<file path="config.mk">
export PLATFORM = sky130hd
export DESIGN_NAME = bcd_seg_display
export DESIGN_NICKNAME = d
export VERILOG_FILES = /design/src/rtl/pbs_disp_pkg.sv /design/src/rtl/seg7_digit.sv /design/src/rtl/bcd_seg_display.sv
export SDC_FILE = /design/constraint.sdc
export NUM_CORES = 1
export LEC_CHECK = 0
export CORE_MARGIN = 2
export CORE_UTILIZATION = 40
export CTS_BUF_LIST = sky130_fd_sc_hd__clkbuf_2 sky130_fd_sc_hd__clkbuf_4 sky130_fd_sc_hd__clkbuf_8
export DETAILED_ROUTE_END_ITERATION = 10
export SETUP_SLACK_MARGIN = 0.3
export SLEW_MARGIN = 20
export SYNTH_ARGS = -nofsm -noshare
export SYNTH_HDL_FRONTEND = slang
export SYNTH_SLANG_ARGS = --single-unit
</file>
<file path="constraint.sdc">
create_clock -name clk -period 3.41 [get_ports clk]
set_input_delay 0.341 -clock clk [delete_from_list [all_inputs] [get_ports clk]]
set_output_delay 0.341 -clock clk [all_outputs]
set_load 0.05 [all_outputs]
</file>
<file path="src/rtl/pbs_disp_pkg.sv">
// ---------------------------------------------------------------------------
// pbs_disp_pkg
// Shared definitions for the BCD 7-segment display block: the converter FSM
// state type and the active-low segment constants (bit order g..a).
// ---------------------------------------------------------------------------
package pbs_disp_pkg;

  localparam int unsigned SEG_W   = 7;
  localparam int unsigned NIBBLE_W = 4;

  // Converter FSM states
  typedef enum logic {
    ST_IDLE = 1'b0,
    ST_CONV = 1'b1
  } state_e;

  // Active-low special patterns
  localparam logic [SEG_W-1:0] SEG_BLANK = 7'b1111111;
  localparam logic [SEG_W-1:0] SEG_DASH  = 7'b0111111;

  // Digit table, SEG_DIGIT[n] is the pattern for decimal digit n
  localparam logic [9:0][SEG_W-1:0] SEG_DIGIT = {
    7'b0011000,  // 9
    7'b0000000,  // 8
    7'b1111000,  // 7
    7'b0000010,  // 6
    7'b0010010,  // 5
    7'b0011001,  // 4
    7'b0110000,  // 3
    7'b0100100,  // 2
    7'b1111001,  // 1
    7'b1000000   // 0
  };

  // Pattern for one BCD nibble; non-decimal codes show as blank
  function automatic logic [SEG_W-1:0] seg_of_digit(input logic [NIBBLE_W-1:0] d);
    logic [SEG_W-1:0] v_seg;
    v_seg = SEG_BLANK;
    if (d <= 4'd9) v_seg = SEG_DIGIT[d];
    return v_seg;
  endfunction

endpackage

</file>
<file path="src/rtl/seg7_digit.sv">
// ---------------------------------------------------------------------------
// seg7_digit
// Combinational BCD nibble to active-low 7-segment decoder (bits g..a).
// Ports:
//   i_bcd    - BCD digit 0..9
//   i_blank  - 1 forces all segments off
//   o_seg_c  - active-low segment pattern
// ---------------------------------------------------------------------------
module seg7_digit
  import pbs_disp_pkg::*;
(
  input  logic [NIBBLE_W-1:0] i_bcd,
  input  logic                i_blank,
  output logic [SEG_W-1:0]    o_seg_c
);

  always_comb begin
    o_seg_c = SEG_BLANK;
    if (!i_blank) o_seg_c = seg_of_digit(i_bcd);
  end

endmodule

</file>
<file path="src/rtl/bcd_seg_display.sv">
// ---------------------------------------------------------------------------
// bcd_seg_display
// Converts an unsigned binary value to BCD with a serial double-dabble engine
// (one bit per cycle) and drives DIGITS active-low 7-segment digits, with
// optional leading-zero blanking, overflow dashes and blinking.
// Ports:
//   clk    - clock, all state on rising edge
//   rst    - asynchronous active-high reset
//   load   - start a conversion of value (accepted only when idle)
//   value  - unsigned binary number, WIDTH bits (WIDTH <= 64)
//   blink  - 1 flashes the display, 0 keeps it steady
//   busy   - conversion in progress
//   done   - one-cycle pulse when the display updates
//   ovf    - displayed value does not fit in DIGITS decimal digits
//   seg    - digit k on seg[7k+6:7k], digit 0 = units, active-low
// ---------------------------------------------------------------------------
module bcd_seg_display
  import pbs_disp_pkg::*;
#(
  parameter int unsigned WIDTH     = 8,
  parameter int unsigned DIGITS    = 3,
  parameter int unsigned BLANK_LZ  = 1,
  parameter int unsigned BLINK_DIV = 25000000
) (
  input  logic                     clk,
  input  logic                     rst,
  input  logic                     load,
  input  logic [WIDTH-1:0]         value,
  input  logic                     blink,
  output logic                     busy,
  output logic                     done,
  output logic                     ovf,
  output logic [SEG_W*DIGITS-1:0]  seg
);

  localparam int unsigned BCD_W   = NIBBLE_W * DIGITS;
  localparam int unsigned SEG_TW  = SEG_W * DIGITS;
  localparam int unsigned STEP_W  = (WIDTH > 1) ? $clog2(WIDTH) : 1;
  localparam int unsigned CNT_W   = (BLINK_DIV > 1) ? $clog2(BLINK_DIV) : 1;

  // Largest displayable value, 10^DIGITS - 1
  function automatic logic [63:0] f_max_val(input int unsigned d);
    logic [63:0] v_p;
    v_p = 64'd1;
    for (int unsigned i = 0; i < d; i++) v_p = v_p * 64'd10;
    return v_p - 64'd1;
  endfunction

  // Pattern shown for a zero display register
  function automatic logic [SEG_TW-1:0] f_seg_reset();
    logic [SEG_TW-1:0] v_seg;
    v_seg = '0;
    for (int k = 0; k < int'(DIGITS); k++) begin
      if ((k == 0) || (BLANK_LZ == 0)) v_seg[SEG_W*k +: SEG_W] = SEG_DIGIT[0];
      else                             v_seg[SEG_W*k +: SEG_W] = SEG_BLANK;
    end
    return v_seg;
  endfunction

  localparam logic [63:0]       MAX_VAL = f_max_val(DIGITS);
  localparam logic [SEG_TW-1:0] SEG_RST = f_seg_reset();

  // Converter state
  state_e              r_state,     w_state_nxt;
  logic [WIDTH-1:0]    r_shift,     w_shift_nxt;
  logic [BCD_W-1:0]    r_bcd,       w_bcd_nxt;
  logic [STEP_W-1:0]   r_step,      w_step_nxt;
  logic                r_ovf_cap,   w_ovf_cap_nxt;
  logic                r_busy,      w_busy_nxt;
  logic                r_done,      w_done_nxt;

  // Display state
  logic [BCD_W-1:0]    r_disp,      w_disp_nxt;
  logic                r_ovf,       w_ovf_nxt;
  logic [CNT_W-1:0]    r_blink_cnt, w_blink_cnt_nxt;
  logic                r_phase_off, w_phase_off_nxt;
  logic [SEG_TW-1:0]   r_seg,       w_seg_nxt;

  logic [BCD_W-1:0]    w_bcd_adj;
  logic [BCD_W-1:0]    w_bcd_step;
  logic [DIGITS-1:0]   w_blank;
  logic [SEG_TW-1:0]   w_dig_seg;

  // One double-dabble step: add 3 to nibbles >= 5, then shift in the next bit
  always_comb begin
    w_bcd_adj = r_bcd;
    for (int d = 0; d < int'(DIGITS); d++) begin
      if (r_bcd[NIBBLE_W*d +: NIBBLE_W] >= 4'd5)
        w_bcd_adj[NIBBLE_W*d +: NIBBLE_W] = r_bcd[NIBBLE_W*d +: NIBBLE_W] + 4'd3;
    end
    // The top bit falls off; only overflowing values lose it and those show dashes
    w_bcd_step = BCD_W'({w_bcd_adj, r_shift[WIDTH-1]});
  end

  // FSM next-state and converter datapath
  always_comb begin
    w_state_nxt   = r_state;
    w_shift_nxt   = r_shift;
    w_bcd_nxt     = r_bcd;
    w_step_nxt    = r_step;
    w_ovf_cap_nxt = r_ovf_cap;
    w_busy_nxt    = r_busy;
    w_done_nxt    = 1'b0;
    w_disp_nxt    = r_disp;
    w_ovf_nxt     = r_ovf;

    case (r_state)
      ST_IDLE: begin
        if (load) begin
          w_shift_nxt   = value;
          w_bcd_nxt     = '0;
          w_step_nxt    = '0;
          // Range is decided on the captured value, before it is shifted away
          w_ovf_cap_nxt = (64'(value) > MAX_VAL);
          w_busy_nxt    = 1'b1;
          w_state_nxt   = ST_CONV;
        end
      end
      ST_CONV: begin
        w_shift_nxt = r_shift << 1;
        w_bcd_nxt   = w_bcd_step;
        w_step_nxt  = r_step + STEP_W'(1);
        if (r_step == STEP_W'(WIDTH - 1)) begin
          w_disp_nxt  = w_bcd_step;
          w_ovf_nxt   = r_ovf_cap;
          w_done_nxt  = 1'b1;
          w_busy_nxt  = 1'b0;
          w_state_nxt = ST_IDLE;
        end
      end
      default: begin
        w_busy_nxt  = 1'b0;
        w_state_nxt = ST_IDLE;
      end
    endcase
  end

  // Blink phase: counter runs only while blink is high
  always_comb begin
    w_blink_cnt_nxt = r_blink_cnt;
    w_phase_off_nxt = r_phase_off;
    if (!blink) begin
      w_blink_cnt_nxt = '0;
      w_phase_off_nxt = 1'b0;
    end else if (r_blink_cnt == CNT_W'(BLINK_DIV - 1)) begin
      w_blink_cnt_nxt = '0;
      w_phase_off_nxt = !r_phase_off;
    end else begin
      w_blink_cnt_nxt = r_blink_cnt + CNT_W'(1);
    end
  end

  // Leading-zero blanking scans from the most significant digit down
  always_comb begin
    logic v_seen;
    w_blank = '0;
    v_seen  = (BLANK_LZ == 0);
    for (int k = int'(DIGITS) - 1; k >= 0; k--) begin
      if (w_disp_nxt[NIBBLE_W*k +: NIBBLE_W] != 4'd0) v_seen = 1'b1;
      w_blank[k] = !v_seen && (k != 0);
    end
  end

  // Digit decoders work on the next display value so seg is registered
  for (genvar k = 0; k < DIGITS; k++) begin : g_digit
    seg7_digit u_seg7 (
      .i_bcd   (w_disp_nxt[NIBBLE_W*k +: NIBBLE_W]),
      .i_blank (w_blank[k]),
      .o_seg_c (w_dig_seg[SEG_W*k +: SEG_W])
    );
  end

  // Blink-off overrides everything, then overflow dashes, then digits
  always_comb begin
    w_seg_nxt = w_dig_seg;
    if (w_phase_off_nxt)  w_seg_nxt = '1;
    else if (w_ovf_nxt)   w_seg_nxt = {DIGITS{SEG_DASH}};
  end

  // State registers
  always_ff @(posedge clk or posedge rst) begin
    if (rst) begin
      r_state     <= ST_IDLE;
      r_shift     <= '0;
      r_bcd       <= '0;
      r_step      <= '0;
      r_ovf_cap   <= 1'b0;
      r_busy      <= 1'b0;
      r_done      <= 1'b0;
      r_disp      <= '0;
      r_ovf       <= 1'b0;
      r_blink_cnt <= '0;
      r_phase_off <= 1'b0;
      r_seg       <= SEG_RST;
    end else begin
      r_state     <= w_state_nxt;
      r_shift     <= w_shift_nxt;
      r_bcd       <= w_bcd_nxt;
      r_step      <= w_step_nxt;
      r_ovf_cap   <= w_ovf_cap_nxt;
      r_busy      <= w_busy_nxt;
      r_done      <= w_done_nxt;
      r_disp      <= w_disp_nxt;
      r_ovf       <= w_ovf_nxt;
      r_blink_cnt <= w_blink_cnt_nxt;
      r_phase_off <= w_phase_off_nxt;
      r_seg       <= w_seg_nxt;
    end
  end

  assign busy = r_busy;
  assign done = r_done;
  assign ovf  = r_ovf;
  assign seg  = r_seg;

endmodule

</file>
# [After elaboration in Yosys (flattened, before gate mapping)]
# Memory sizes are Yosys's and may differ from the RTL's.
# Cells that the tools add are included.
# Widths: inputs -> output; s select.
[word_totals] romBits=336 out_inout_bits=24 n_memories=3 reg_bits=86
[mem_list] memory="(no name shown)" depth=16 width=7 rd=1 rd_ports_with_merged_regs=0 wr=0 line_no="pbs_disp_pkg.sv:39" rtl="if (d <= 4'd9) v_seg = SEG_DIGIT[d];"
[mem_list] memory="(no name shown)" depth=16 width=7 rd=1 rd_ports_with_merged_regs=0 wr=0 line_no="pbs_disp_pkg.sv:39"
[mem_list] memory="(no name shown)" depth=16 width=7 rd=1 rd_ports_with_merged_regs=0 wr=0 line_no="pbs_disp_pkg.sv:39"
[op_classes] mux=37 n_bitwise=1 addsub=5 reduce_logical=4 n_lt_le_gt_ge=9 n_eq_ne=4
[op_table] cell="$mux 7" n=8
[op_table] cell="$mux 25" n=2
[op_table] cell="$mux 21" n=2
[op_table] cell="$mux 12" n=3
[op_table] cell="$add 25x1->25 const B" n=1
[op_table] cell="$eq 25x25->1 const B" n=1
[op_table] cell="$pmux 12 s2" n=1
[op_table] cell="$pmux 8 s2" n=1
[op_table] cell="$lt 4x5->1 const B" n=3
[op_table] cell="$ge 4x3->1 const B" n=3
[op_table] cell="$le 4x4->1 const B" n=3
[op_table] cell="$mux 1" n=12
[op_table] cell="$add 4x2->4 const B" n=2
[op_table] cell="$mux 4" n=2
[op_table] cell="$mux 8" n=1
[op_table] cell="$reduce_bool 4->1" n=2
[op_table] cell="$mux 3" n=2
[op_table] cell="$pmux 3 s2" n=1
[op_table] cell="$pmux 1 s2" n=2
[op_table] cell="$add 3x1->3 const B" n=1
[op_table] cell="$add 3x2->3 const B" n=1
[op_table] cell="$eq 3x3->1 const B" n=1
[op_table] cell="$ne 2x1->1 const B" n=1
[op_table] cell="$ne 2x2->1 const B" n=1
[op_table] cell="other kinds (3)" n=3

# [Logic depth before layout (Yosys ltp)]
[depth] depth_word=10 ltp_mapped=12

# [Modules after synthesis]
# A second synthesis with hierarchy kept.
[unflattened] hier_cells=459 hier_area_um2=4580.6
[by_module_without_submodules] mod="bcd_seg_display" n_inst=1 area_per_inst_um2=3852.4 cells_per_inst=366 seq_area_each_um2=2170.8
[by_module_without_submodules] mod="seg7_digit" n_inst=3 area_per_inst_um2=242.7 cells_per_inst=31 seq_area_each_um2=0.0

# [Least setup slack after synthesis]
# No wires, ideal clock.
[synth_path] kind="reg2reg" start="register r_step[0]" end="register r_seg[11], in the netlist seg[11]" n_path_buf=1 stages_incl_launch_ff=12 slack_ns=0.736 arrival_ns=2.583 setup_time_ns=0.091 path_cell_list="dfrtp_1 ha_1 ha_1 nand2_1 clkbuf_1 o21ai_0 inv_1 ha_1 nor2b_1 a41o_1 a21boi_4 o211ai_1"
[synth_between] elab_chain_len=9 word_cells_on_any_way=16
[synth_lines] item="from (decl)" line_no="bcd_seg_display.sv:67" rtl="logic [STEP_W-1:0] r_step, w_step_nxt;"
[synth_lines] item="from (signal assigned)" line_no="bcd_seg_display.sv:199" rtl="r_step <= w_step_nxt;"
[synth_lines] item="$eq 3x3->1 (*)" line_no="bcd_seg_display.sv:123" rtl="if (r_step == STEP_W'(WIDTH - 1)) begin"
[synth_lines] item="$mux 12 (*)" line_no="bcd_seg_display.sv:123"
[synth_lines] item="$mux 12 (*)" line_no="bcd_seg_display.sv:107" rtl="case (r_state)"
[synth_lines] item="net g_digit[1].u_seg7.i_bcd[0]" line_no="seg7_digit.sv:12" rtl="input logic [NIBBLE_W-1:0] i_bcd,"
[synth_lines] item="$mem_v2 16x7"
[synth_lines] item="$mux 7 (implied by the code)" line_no="pbs_disp_pkg.sv:39"
[synth_lines] item="$mux 7" line_no="pbs_disp_pkg.sv:39"
[synth_lines] item="$mux 7 (*)" line_no="seg7_digit.sv:19" rtl="if (!i_blank) o_seg_c = seg_of_digit(i_bcd);"
[synth_lines] item="$mux 21 (*)" line_no="bcd_seg_display.sv:177" rtl="else if (w_ovf_nxt) w_seg_nxt = {DIGITS{SEG_DASH}};"
[synth_lines] item="$mux 21 (*)" line_no="bcd_seg_display.sv:176" rtl="if (w_phase_off_nxt) w_seg_nxt = '1;"
[synth_lines] item="net w_seg_nxt[11]" line_no="bcd_seg_display.sv:77" rtl="logic [SEG_TW-1:0] r_seg, w_seg_nxt;"
[synth_lines] item="to (signal assigned)" line_no="bcd_seg_display.sv:207" rtl="r_seg <= w_seg_nxt;"
[synth_lines] item="to (decl)" line_no="bcd_seg_display.sv:77"
# Mark *: on every way through the listed nets, which the timed path passes. The rest lies on a longest branch. The select of a mux whose other input is x is not followed.
# A chain may end at the register's enable or synchronous reset.

# [Worst setup path after layout]
[layout_path] start="register r_blink_cnt[15]" end="register r_seg[7], in the netlist seg[7]"
[layout_between] elab_chain_len=4
[layout_lines] item="from (decl)" line_no="bcd_seg_display.sv:75" rtl="logic [CNT_W-1:0] r_blink_cnt, w_blink_cnt_nxt;"
[layout_lines] item="from (signal assigned)" line_no="bcd_seg_display.sv:205" rtl="r_blink_cnt <= w_blink_cnt_nxt;"
[layout_lines] item="$eq 25x25->1" line_no="bcd_seg_display.sv:145" rtl="end else if (r_blink_cnt == CNT_W'(BLINK_DIV - 1)) begin"
[layout_lines] item="$mux 1" line_no="bcd_seg_display.sv:145"
[layout_lines] item="$mux 1" line_no="bcd_seg_display.sv:142" rtl="if (!blink) begin"
[layout_lines] item="$mux 21" line_no="bcd_seg_display.sv:176"
[layout_lines] item="net w_seg_nxt[7]" line_no="bcd_seg_display.sv:77"
# The timed path passes the listed nets, and every way through them passes these cells.

==> flow_summary_export.csv <==
group,metric,value,unit
run_status,outcome,"finished clean",
die,core_area,10750,um2
critical_path,cp_slowest_stage_delay,0.53,ns
placement,place.gp.congestion,0.8300,
die,start_util,40.53,%
cts,cts_tree,"yes",
timing,fmax,350.9,MHz
layout,fin_area,5072,um2
drt,remaining_drc_errors,0,
critical_path,worstSetupStartpointType,"flip-flop",
critical_path,cpMaxStageDelayCell,"or4b_1",
yosys,syn_nets,478,
die,die_y,108.4,um
cts,htreeDepth,3,
placement,place_area,4878,um2
critical_path,cp_cell_sequence,"or4b_1 -> or4_4 -> o311a_1 -> nor3_2 -> a21boi_4 -> o21ai_0",
cts,cts_setup_buffers,0,
die,die_x,108.4,um
timing,rsz0062_at_grt,"false",
timing,worst_slew_pin_slew,0.8526,ns
layout,nets,516,
die,rows,38,
worst_hold_path,hold_class,"input port to asynchronous set/reset pin",
layout,area_growth,16.46,%
yosys,yosysTopAreaCell,"dfrtp_1",
cts,cts_hold_buf,0,
yosys,synth_area,4355,um2
timing,slew_viol_final,0,
yosys,yosysWarnings,0,
timing,relSlewSlack,42.98,%
yosys,ys_seq_area_share,49.84,%
timing,fin_tns_setup,0,ns
yosys,synth-simple-area-share,17.12,%
drt,avgRoutedWirePerCell,13.80,um
timing,skew,0.01008,ns
critical_path,critPathArrivalTime,3.13,ns
yosys,synth_top_family_by_area,"simple AND/OR/NAND/NOR gates",
critical_path,rr_endpoint,"seg[7]",
critical_path,worstPathMaxFanout,8,
cts,clkTransAtPathRegs,0.08,ns
die,die-area,11740,um2
yosys,synthAdderAreaFrac,7.469,%
drt,ant_nets,0,
drt,drtIter0Drc,162,
cts,clockBufferDepth,2,
yosys,synth_area_leaders,"dfrtp_1, dfstp_2, ha_1",
cts,ctsResizeCount,0,
power_and_ir_drop,p_per_area,961.5,nW/um2
cts,clock_latency,0.36,ns
cts,cts_buffers,9,
global_routing,grt_max_degree,35,
timing,whs,0.3194,ns
global_routing,antenna_found_initial,0,
critical_path,r2r_slack,0.56,ns
placement,dp_hpwl,6093,um
die,io_pins,36,
flow_run,cap_violations,0,
timing,finalCritPeriodShare,83.56,%
critical_path,r2r_start,"r_blink_cnt[15]",
cts,cts_root_buffer,"clkbuf_8",
power_and_ir_drop,vdd_drop_max,0.0003832,V
yosys,synthMuxAreaShare,3.735,%
global_routing,grt_pass1_vias,3164,
yosys,synth_xor_area_share,5.228,%
layout,fillers,1035,
drt,num_vias,3184,
drt,dr.pass1.iters,4,
yosys,synth_flop_cell,"dfrtp_1",
timing,finalCriticalPeriod,2.849,ns
critical_path,rr_worst_depth,6,
yosys,synth_compound_area_share,12.90,%
layout,seq_area,2171,um2
global_routing,grt_pass1_wl,14510,um
layout,finalCoreUtilization,47.21,%
critical_path,critical_path_class,"flip-flop to flip-flop",
layout,multiInputGateArea,2023,um2
global_routing,overflow,0,
drt,viasPerCell,5.111,
critical_path,required,3.69,ns
yosys,ys_async_sr_fraction,100.0,%
layout,diodes,0,
global_routing,grt_usage,16.01,%
yosys,ys_ff_latch,86,
timing,finalSetupViolations,0,
drt,wl,8595,um
timing,final-hold-violation-count,0,
cts,clock-sinks,86,
yosys,netlist_instances,440,
yosys,synth_edf_count,0,
layout,drive_gt1_share,10.14,%
placement,port_buffers,35,
yosys,post_synth_num_cell_types,52,
power_and_ir_drop,p_leak,2.307,nW
critical_path,end_kind,"flip-flop",
yosys,avgSynthCellArea,9.899,um2
yosys,yosysTopAreaCellShare,40.79,%
-- routing by layer --
layer | routed length [um] | track usage [%] | vias up | part of all wire [%]
met5 | 0 | 0 | - | 0
met4 | 211 | 6.868 | 0 | 2.5
met3 | 309 | 4.581 | 19 | 3.6
met2 | 4163 | 26.86 | 58 | 48
met1 | 3910 | 19.23 | 1521 | 45
li1 | - | - | 1586 | -
-- registers in the layout, indices dropped and copies added, names as in the netlist --
register,count
r_bcd,12
r_step,3
r_disp,12
r_state,1
seg,21
busy,1
r_shift,8
ovf,1
r_blink_cnt,25
r_phase_off,1
done,1
-- final cells by class --
| class | count | area share, % |
|---|---|---|
| well taps | 140 | 3.453 |
| multi-input cells | 312 | 39.89 |
| clock buffers | 12 | 2.886 |
| inverters | 26 | 1.949 |
| clock inverters | 4 | 0.9373 |
| flip-flops and latches | 86 | 42.80 |
| repair buffers | 43 | 8.091 |
-- worst max-delay path, delay by kind of cell, from the launching register on --
kind               cells  cell delay [ns]
DFF                    1             0.43
AOI/OAI and AO/OA      3             0.81
and+or+nand+nor        3             1.54
-- worst max path at each step --
stage	from	end	slack, ns	cells after the start
global placement	r_blink_cnt[15]	seg[11]	0.62	6
detailed placement	r_blink_cnt[15]	seg[10]	0.56	6
CTS	r_blink_cnt[15]	seg[7]	0.55	6
finish	r_blink_cnt[15]	seg[7]	0.56	6
floorplan	r_step[0]	seg[11]	0.74	11
global route	r_blink_cnt[15]	seg[7]	0.37	6
-- cells in the final DEF (no fill, tap or decap), types with 2 or more instances in the layout --
master	instances
dfstp_2	15
a21oi_1	16
o31ai_1	9
mux2i_1	14
clkbuf_4	3
a31oi_1	3
buf_4	8
o21ai_0	30
a211oi_1	5
nand4_1	5
xnor2_1	9
dfrtp_1	71
clkinv_1	3
nor2b_1	3
ha_1	26
nand3_1	21
nor3_1	6
nand2b_1	5
o21a_1	3
o211ai_1	3
and2_1	4
o31a_1	2
xor2_1	17
o22ai_1	3
nor3b_1	2
clkinv_2	3
nor2_1	42
a22o_1	2
clkdlybuf4s50_1	35
a21o_1	2
clkbuf_8	9
and3_1	8
mux2_2	2
nand2_1	50
inv_1	22
-- metrics by stage --
step	std cells	total power, mW	setup slack [ns]
final	623	4.877	0.5605
after global routing	623	5.317	0.3738
after CTS	623	4.939	0.5490
after detailed placement	607	4.205	0.5633
after global placement	607	4.146	0.6163
after floorplan	440	3.530	0.7358
-- where the power goes --
part | total, mW | internal [mW] | switching, mW | leakage [nW]
logic | 2.55 | 0.953 | 1.59 | 1.13
registers | 1.62 | 1.43 | 0.187 | 1.08
clock network | 0.709 | 0.361 | 0.348 | 0.101
total | 4.88 | 2.75 | 2.13 | 2.31
-- logic make-up after synthesis --
| family | Yosys count |
|---|---|
| xor gates and xnor gates | 26 |
| buffers and inverters | 42 |
| DFF | 86 |
| and+or+nand+nor | 157 |
| muxes | 16 |
| AOI/OAI and AO/OA | 87 |
| adders and majority gates | 26 |
-- synth_stat cells (2+ instances only) --
library cell,number
nor2b_1,3
o22ai_1,3
and3_1,8
a21oi_1,16
xor2_1,17
clkinv_1,3
dfrtp_1,71
a211oi_1,5
a31oi_1,3
nand2b_1,5
nand4_1,5
o31a_1,2
nand2_1,50
nor3b_1,2
nor3_1,6
o31ai_1,9
nor2_1,42
nand3_1,21
o21ai_0,30
a21o_1,2
o21a_1,3
xnor2_1,9
clkbuf_1,13
inv_1,23
a22o_1,2
ha_1,26
mux2_2,2
mux2i_1,14
dfstp_2,15
and2_1,4
buf_2,3
o211ai_1,3
No activity file was read; power rests on OpenSTA's default activity.
